### config.mk
export PLATFORM = sky130hd
export DESIGN_NAME = wb_regfile_flat
export DESIGN_NICKNAME = d
export VERILOG_FILES = /design/src/rtl/wb_regfile_pkg.sv /design/src/rtl/wb_regfile_if.sv /design/src/rtl/wb_regfile_select.sv /design/src/rtl/wb_regfile.sv /design/src/flat_wrapper.sv
export SDC_FILE = /design/constraint.sdc
export NUM_CORES = 2
export LEC_CHECK = 0
export CORE_ASPECT_RATIO = 0.7
export CORE_MARGIN = 1
export CORE_UTILIZATION = 40
export DETAILED_ROUTE_END_ITERATION = 8
export GPL_TIMING_DRIVEN = 0
export PLACE_DENSITY = 0.53
export SLEW_MARGIN = 25
export SYNTH_ARGS = -nofsm -noshare
export SYNTH_HDL_FRONTEND = slang
export SYNTH_SLANG_ARGS = --single-unit
### constraint.sdc
create_clock -name clk -period 4.6 [get_ports clk]
set_clock_uncertainty 0.15 [all_clocks]
set_input_delay 0.69 -clock clk [delete_from_list [all_inputs] [get_ports clk]]
set_output_delay 0.69 -clock clk [all_outputs]
set_load 0.1 [all_outputs]
### src/rtl/wb_regfile_pkg.sv
// Shared write-back definitions: WB control field layout, wb_sel encodings, register constants.
// Used by the register file top and its write-back select decoder.
// Build option WB_BYPASS_EN (consumed in wb_regfile.sv) does not change anything here.
package wb_regfile_pkg;

   // Bit positions of the 3-bit WB control bundle carried in MEM/WB
   localparam int WB_REGWRITE = 2;
   localparam int WB_SEL_HI   = 1;
   localparam int WB_SEL_LO   = 0;

   // Write-back source select
   typedef enum logic [1:0] {
      SEL_ALU  = 2'b00,
      SEL_MEM  = 2'b01,
      SEL_LINK = 2'b10,
      SEL_RSVD = 2'b11
   } wb_sel_e;

   // Packed view of the WB bundle, MSB first to match the field positions above
   typedef struct packed {
      logic    reg_write;
      wb_sel_e sel;
   } wb_ctrl_t;

   // Destination used by jal-style link write-back
   localparam int LINK_REG_DEF = 31;

   // Hard-wired zero register
   localparam int REG0 = 0;

endpackage

### src/rtl/wb_regfile_if.sv
// Bus bundle between the MEM/WB/ID side (master) and the write-back register file (slave).
// Carries the MEM/WB payload, both read ports, the commit observation port and the retire count.
// No handshake: every field is sampled or produced every cycle.
interface wb_regfile_if #(
   parameter int DATA_W = 32,
   parameter int ADDR_W = 5
);
   logic [2:0]        WB;
   logic [ADDR_W-1:0] rd_rt;
   logic [DATA_W-1:0] RD;
   logic [DATA_W-1:0] ALU;
   logic [DATA_W-1:0] pc;
   logic [ADDR_W-1:0] rs_addr;
   logic [ADDR_W-1:0] rt_addr;
   logic [DATA_W-1:0] rs_data;
   logic [DATA_W-1:0] rt_data;
   logic              wb_we;
   logic [ADDR_W-1:0] wb_addr;
   logic [DATA_W-1:0] wb_data;
   logic [31:0]       retire_cnt;

   modport master (
      output WB, rd_rt, RD, ALU, pc, rs_addr, rt_addr,
      input  rs_data, rt_data, wb_we, wb_addr, wb_data, retire_cnt
   );

   modport slave (
      input  WB, rd_rt, RD, ALU, pc, rs_addr, rt_addr,
      output rs_data, rt_data, wb_we, wb_addr, wb_data, retire_cnt
   );
endinterface

### src/rtl/wb_regfile_select.sv
// Write-back select: decodes WB control into commit, destination and data.
// Latency: purely combinational, zero cycles.
// Backpressure: none; the write-back stage can never stall.
module wb_select
   import wb_regfile_pkg::*;
#(
   parameter int DATA_W      = 32,
   parameter int ADDR_W      = 5,
   parameter int LINK_REG    = LINK_REG_DEF,
   parameter int LINK_OFFSET = 0
) (
   input  logic [2:0]        wb,
   input  logic [ADDR_W-1:0] rd_rt,
   input  logic [DATA_W-1:0] rd,
   input  logic [DATA_W-1:0] alu,
   input  logic [DATA_W-1:0] pc,
   output logic              commit,
   output logic [ADDR_W-1:0] addr,
   output logic [DATA_W-1:0] data
);
   localparam logic [ADDR_W-1:0] LINK_IDX = ADDR_W'(LINK_REG);
   localparam logic [DATA_W-1:0] LINK_ADD = DATA_W'(LINK_OFFSET);
   localparam logic [ADDR_W-1:0] ZERO_IDX = ADDR_W'(REG0);

   wb_ctrl_t          ctrl;
   logic [ADDR_W-1:0] dest;
   logic [DATA_W-1:0] value;
   logic              sel_ok;

   assign ctrl = wb_ctrl_t'(wb);

   // Pick source data and destination; link overrides rd_rt and wraps modulo 2**DATA_W
   always_comb begin
      dest   = rd_rt;
      value  = alu;
      sel_ok = 1'b1;
      case (ctrl.sel)
         SEL_ALU:  value = alu;
         SEL_MEM:  value = rd;
         SEL_LINK: begin
            dest  = LINK_IDX;
            value = pc + LINK_ADD;
         end
         default:  sel_ok = 1'b0;
      endcase
   end

   // A write retires only if enabled, the encoding is legal and it does not target r0
   always_comb begin
      commit = ctrl.reg_write && sel_ok && (dest != ZERO_IDX);
      addr   = commit ? dest  : '0;
      data   = commit ? value : '0;
   end
endmodule

### src/rtl/wb_regfile.sv
// Write-back register file: 32x32 array, two combinational read ports, commit port, retire counter.
// Latency: write lands on the next rising clk; reads and commit port are combinational.
// Backpressure: none. Option: define WB_BYPASS_EN for same-cycle write-through on the read ports.
module wb_regfile
   import wb_regfile_pkg::*;
#(
   parameter int DATA_W      = 32,
   parameter int ADDR_W      = 5,
   parameter int LINK_REG    = LINK_REG_DEF,
   parameter int LINK_OFFSET = 0
) (
   input  logic        clk,
   input  logic        rst,
   wb_regfile_if.slave bus
);
   localparam int                NREG     = 2 ** ADDR_W;
   localparam logic [ADDR_W-1:0] ZERO_IDX = ADDR_W'(REG0);

   logic              commit;
   logic [ADDR_W-1:0] c_addr;
   logic [DATA_W-1:0] c_data;
   logic [DATA_W-1:0] rf [NREG];
   logic [DATA_W-1:0] rs_val;
   logic [DATA_W-1:0] rt_val;
   logic [31:0]       retire_q;

   wb_select #(
      .DATA_W      (DATA_W),
      .ADDR_W      (ADDR_W),
      .LINK_REG    (LINK_REG),
      .LINK_OFFSET (LINK_OFFSET)
   ) u_sel (
      .wb     (bus.WB),
      .rd_rt  (bus.rd_rt),
      .rd     (bus.RD),
      .alu    (bus.ALU),
      .pc     (bus.pc),
      .commit (commit),
      .addr   (c_addr),
      .data   (c_data)
   );

   // Architectural array; commit already excludes r0 so it stays zero after reset
   always_ff @(posedge clk or negedge rst) begin
      if (!rst) begin
         for (int i = 0; i < NREG; i++) begin
            rf[i] <= '0;
         end
      end else if (commit) begin
         rf[c_addr] <= c_data;
      end
   end

   // Read port A: array value, optional write-through, r0 forced to zero last
   always_comb begin
      rs_val = rf[bus.rs_addr];
`ifdef WB_BYPASS_EN
      if (commit && (bus.rs_addr == c_addr)) begin
         rs_val = c_data;
      end
`endif
      if (bus.rs_addr == ZERO_IDX) begin
         rs_val = '0;
      end
   end

   // Read port B: same rules as port A
   always_comb begin
      rt_val = rf[bus.rt_addr];
`ifdef WB_BYPASS_EN
      if (commit && (bus.rt_addr == c_addr)) begin
         rt_val = c_data;
      end
`endif
      if (bus.rt_addr == ZERO_IDX) begin
         rt_val = '0;
      end
   end

   // Retired-write counter, sticks at all-ones instead of wrapping
   always_ff @(posedge clk or negedge rst) begin
      if (!rst) begin
         retire_q <= '0;
      end else if (commit && (retire_q != 32'hFFFF_FFFF)) begin
         retire_q <= retire_q + 32'd1;
      end
   end

   assign bus.rs_data    = rs_val;
   assign bus.rt_data    = rt_val;
   assign bus.wb_we      = commit;
   assign bus.wb_addr    = c_addr;
   assign bus.wb_data    = c_data;
   assign bus.retire_cnt = retire_q;
endmodule

### src/flat_wrapper.sv
// flat-port wrapper written by rule: the top's interface ports become plain ports
module wb_regfile_flat import wb_regfile_pkg::*;
#(
   parameter int DATA_W      = 32,
   parameter int ADDR_W      = 5,
   parameter int LINK_REG    = LINK_REG_DEF,
   parameter int LINK_OFFSET = 0
)
  (clk, rst, bus_WB, bus_rd_rt, bus_RD, bus_ALU, bus_pc, bus_rs_addr, bus_rt_addr, bus_rs_data, bus_rt_data, bus_wb_we, bus_wb_addr, bus_wb_data, bus_retire_cnt);
  wb_regfile_if #(.DATA_W(DATA_W), .ADDR_W(ADDR_W)) bus_i ();
  input  logic clk;
  input  logic rst;
  input wire logic [$bits(bus_i.WB)-1:0] bus_WB;
  input wire logic [$bits(bus_i.rd_rt)-1:0] bus_rd_rt;
  input wire logic [$bits(bus_i.RD)-1:0] bus_RD;
  input wire logic [$bits(bus_i.ALU)-1:0] bus_ALU;
  input wire logic [$bits(bus_i.pc)-1:0] bus_pc;
  input wire logic [$bits(bus_i.rs_addr)-1:0] bus_rs_addr;
  input wire logic [$bits(bus_i.rt_addr)-1:0] bus_rt_addr;
  output wire logic [$bits(bus_i.rs_data)-1:0] bus_rs_data;
  output wire logic [$bits(bus_i.rt_data)-1:0] bus_rt_data;
  output wire logic [$bits(bus_i.wb_we)-1:0] bus_wb_we;
  output wire logic [$bits(bus_i.wb_addr)-1:0] bus_wb_addr;
  output wire logic [$bits(bus_i.wb_data)-1:0] bus_wb_data;
  output wire logic [$bits(bus_i.retire_cnt)-1:0] bus_retire_cnt;
  assign bus_i.WB = bus_WB;
  assign bus_i.rd_rt = bus_rd_rt;
  assign bus_i.RD = bus_RD;
  assign bus_i.ALU = bus_ALU;
  assign bus_i.pc = bus_pc;
  assign bus_i.rs_addr = bus_rs_addr;
  assign bus_i.rt_addr = bus_rt_addr;
  assign bus_rs_data = bus_i.rs_data;
  assign bus_rt_data = bus_i.rt_data;
  assign bus_wb_we = bus_i.wb_we;
  assign bus_wb_addr = bus_i.wb_addr;
  assign bus_wb_data = bus_i.wb_data;
  assign bus_retire_cnt = bus_i.retire_cnt;
  wb_regfile #(.DATA_W(DATA_W), .ADDR_W(ADDR_W), .LINK_REG(LINK_REG), .LINK_OFFSET(LINK_OFFSET)) u_core (.clk(clk), .rst(rst), .bus(bus_i));
endmodule
==> impl_results.md <==
* Status: finished with violations
* Violated checks: setup timing
* CTS tree: built
* GP Congestion at between 1 and 1.5
* Count leader, synth: dfrtp_1
* First-pass GRT wire length at 330.3 mm
* CTS H-tree lvls at 3
* Measured slew at the worst slew-check pin at 1.132 ns
* Core Region at 135600 um2
* Hold Startpoint: u_core.rf[1021]$_DFFE_PN0P_
* Layout area overhead at 16.45%
* Vias in the first global route at ~43000
* Worst-path maximum fanout at 10
* Post-route DRC at 0
* Syn nets at 4935
* Maximum number of pins on one net before global-route repair at ~130
* # IOs at between 200 and 300
* WP data arrival at 3.90 ns
* Num rows at 113
* Final Hold Viols at 0
* DR iter-0 viols at 6236
* Worst reg2reg endpoint: u_core.bus.retire_cnt[8]$_DFFE_PN0P_
* Synth top area share at 0.4775
* Crit Reg-Reg Startpoint: u_core.bus.retire_cnt[17]$_DFFE_PN0P_
* Initial core utilization at 0.4031
* # port buffers at 243
* CTS max path bufs at 3
* Root Buffer: clkbuf_16
* Hold Path Stages at 1
* Detailed-placement wirelength estimate at roughly 180 mm
* Pins Over Slew Limit at 0
* Worst rel slew slack at 0.2410
* R2r worst-path depth at 5
* Gr usage total at 0.3383
* Period utilization at 1.031
* Static leakage at 27.31 nW
* Minimum setup slack in the final design at -0.1421 ns
* Syn Inst Count at about 4800
* Sw Ratio at 0.3108
* Grt total ovfl at 0
* Hold_ws at 0.3086 ns
* Share of layout cells above drive strength 1 at 0.2476
* WL final at about 230 mm
* Fillcell total at 12770
* Initial DRT Pass Iterations at 6
* Synth area leaders: dfrtp_1, mux4_2, o21ai_0
* Logic pwr share at 0.187
* Setup WS pre-CTS at -2.166 ns
* Vias per cell at 6.364
* Worst skew pair latency at around 0.75 ns
* VDD IR-drop max at 0.2941 mV
* Chip Height at 311.3 um
* Max Fclk at 210.9 MHz
* Avg WL per Cell at between 30 and 40 um
* Predominant post-synthesis flop cell: dfrtp_1
* Yosys cell types at 54
* Synth top cells by count: dfrtp_1, nand2_1, o21ai_0, mux4_2, clkbuf_1
* Max-Cap Viols at 0
* Share of flip-flops with an asynchronous set or reset at 1.000
* Net Switching at 7.645 mW
* Worst Setup Path Type: primary input to output port
* Clock power share at 0.387
* Initial antenna violation count at 6
* DIE WIDTH at about 440 um
* Synthesis-stage register bit count at approximately 1000
* Sequential Power Share at 0.426
* Mapped Area at 54660 um2
* Synth warn at 0
* Final antenna-violating net count at 0
* NumNets Final at around 5300
* RSZ-0062 raised after global routing: false
* HP Class: flop to flop
* Syn_area_per_cell at 11.35 um2
* Period minus WS final at about 4.7 ns
* Crit start category: primary input
* Reg2reg setup slack at between 1.5 and 2 ns
* Cell Pwr Density at 386.5 nW/um2
* Internal Pwr Total at around 17 mW
* Synth area leader: dfrtp_1
* Crit. End Element: output port
* DIE AREA at approximately 140000 um2
* Post-synthesis sequential area ratio at 0.4775
* Clock sink count at 1043
* CP required at 3.76 ns
* Post-synth EDFFs at 0
* Via count at 44840
* Hold path endpoint: u_core.rf[1021]$_DFFE_PN0P_
* Setup violators final at 23
* Clock Pin Slew Worst Setup and Hold Paths at ~0.07 ns
* Clock buffer count from CTS at 109
cell families after synthesis:
| kind of cell | Yosys count | share of synthesized area |
|---|---|---|
| xor+xnor | 28 | 0.004487 |
| simple gates | 1181 | 0.08955 |
| buf+inv | 523 | 0.04180 |
| fa+ha+maj | 4 | 0.0009157 |
| compound gates | 1254 | 0.1303 |
| flops | 1043 | 0.4775 |
| mux | 782 | 0.2554 |
per-layer routing:
layer  track usage  share of wire  vias up
li1              -              -    18360
met1        0.4932           0.42    23450
met2        0.4704           0.42     2592
met3        0.1027           0.12      431
met4        0.1296          0.043        4
met5             0        0.00011        -
critical path, cell delays in order:
cell and delay (ns):
clkdlybuf4s50_1 0.56, buf_4 0.31, buf_4 0.26, buf_4 0.27, nand2_2 0.45, o22ai_1 0.26
nor4_2 0.65, buf_4 0.41
power groups by stage:
stage                     clock (mW)  sequential [mW]  combinational [mW]
after floorplan                    0             10.6                2.71
after global placement             0             10.6                4.45
after detailed placement           0             10.6                4.53
after CTS                       9.57             10.5                4.54
after global routing            9.95             10.6                4.82
final                           9.52             10.5                4.59
metrics by stage:
stage	cells	setup TNS, ns	util	total power, mW	area (um2)
after CTS	7040	-0.4646	0.4692	24.58	63610
after global routing	7037	0	0.4693	25.33	63630
after global placement	6840	-	0.4382	15.10	59420
after detailed placement	6851	-316.43	0.4407	15.16	59750
after floorplan	4815	-4.986	-	13.32	54760
final	7045	-1.077	0.4694	24.60	63650
how the worst max path moves through the flow:
stage                                 end      startpoint  slack, ns
6_report                  bus_rs_data[30]  bus_rs_addr[2]      -0.14
3_3_place_gp   u_core.rf[795]$_DFFE_PN0P_             rst     -46.92
5_1_grt                   bus_rt_data[25]  bus_rt_addr[1]      0.004
4_1_cts                   bus_wb_data[13]       bus_WB[0]      -0.15
2_1_floorplan             bus_rt_data[29]  bus_rt_addr[0]      -1.02
3_5_place_dp              bus_wb_data[15]       bus_WB[0]      -2.17
area by class of cell:
| cell class | instances | area [um2] | area share |
|---|---|---|---|
| multi-input combinational | 3249 | 26590 | 0.4177 |
| antenna | 8 | 20.02 | 0.0003145 |
| buffer | 467 | 2352 | 0.03696 |
| inverter | 39 | 146.4 | 0.002300 |
| clock inverter | 36 | 493.0 | 0.007745 |
| clock buffer | 161 | 3237 | 0.05086 |
| sequential | 1043 | 26100 | 0.4101 |
| tap | 1782 | 2230 | 0.03503 |
| timing repair buffer | 260 | 2484 | 0.03902 |
registers in the layout, summed over array words and instances (netlist names):
| register | cells |
|---|---|
| u_core.bus.retire_cnt | 32 |
| u_core.rf | 1011 |
layout by cell type, fill, tap and decap left out, drive strengths merged, types with 45 or more instances in the layout:
master | Yosys | layout
clkbuf | 305 | 479
mux2i | 109 | 109
a21oi | 45 | 45
clkdlybuf4s50 | 0 | 144
nand2 | 1004 | 1004
dfrtp | 1043 | 1043
mux4 | 470 | 470
o21ai | 951 | 951
mux2 | 203 | 203
buf | 179 | 254
a22oi | 53 | 53
what timing repair did:
action	in CTS	in global routing
setup endpoints to repair	100	74
hold buffers	1	0
endpoints found under the hold margin	71	0
setup buffers	2	1
gates resized for setup	687	99
pin swaps	1	1
(Power assumes the default switching activity.)
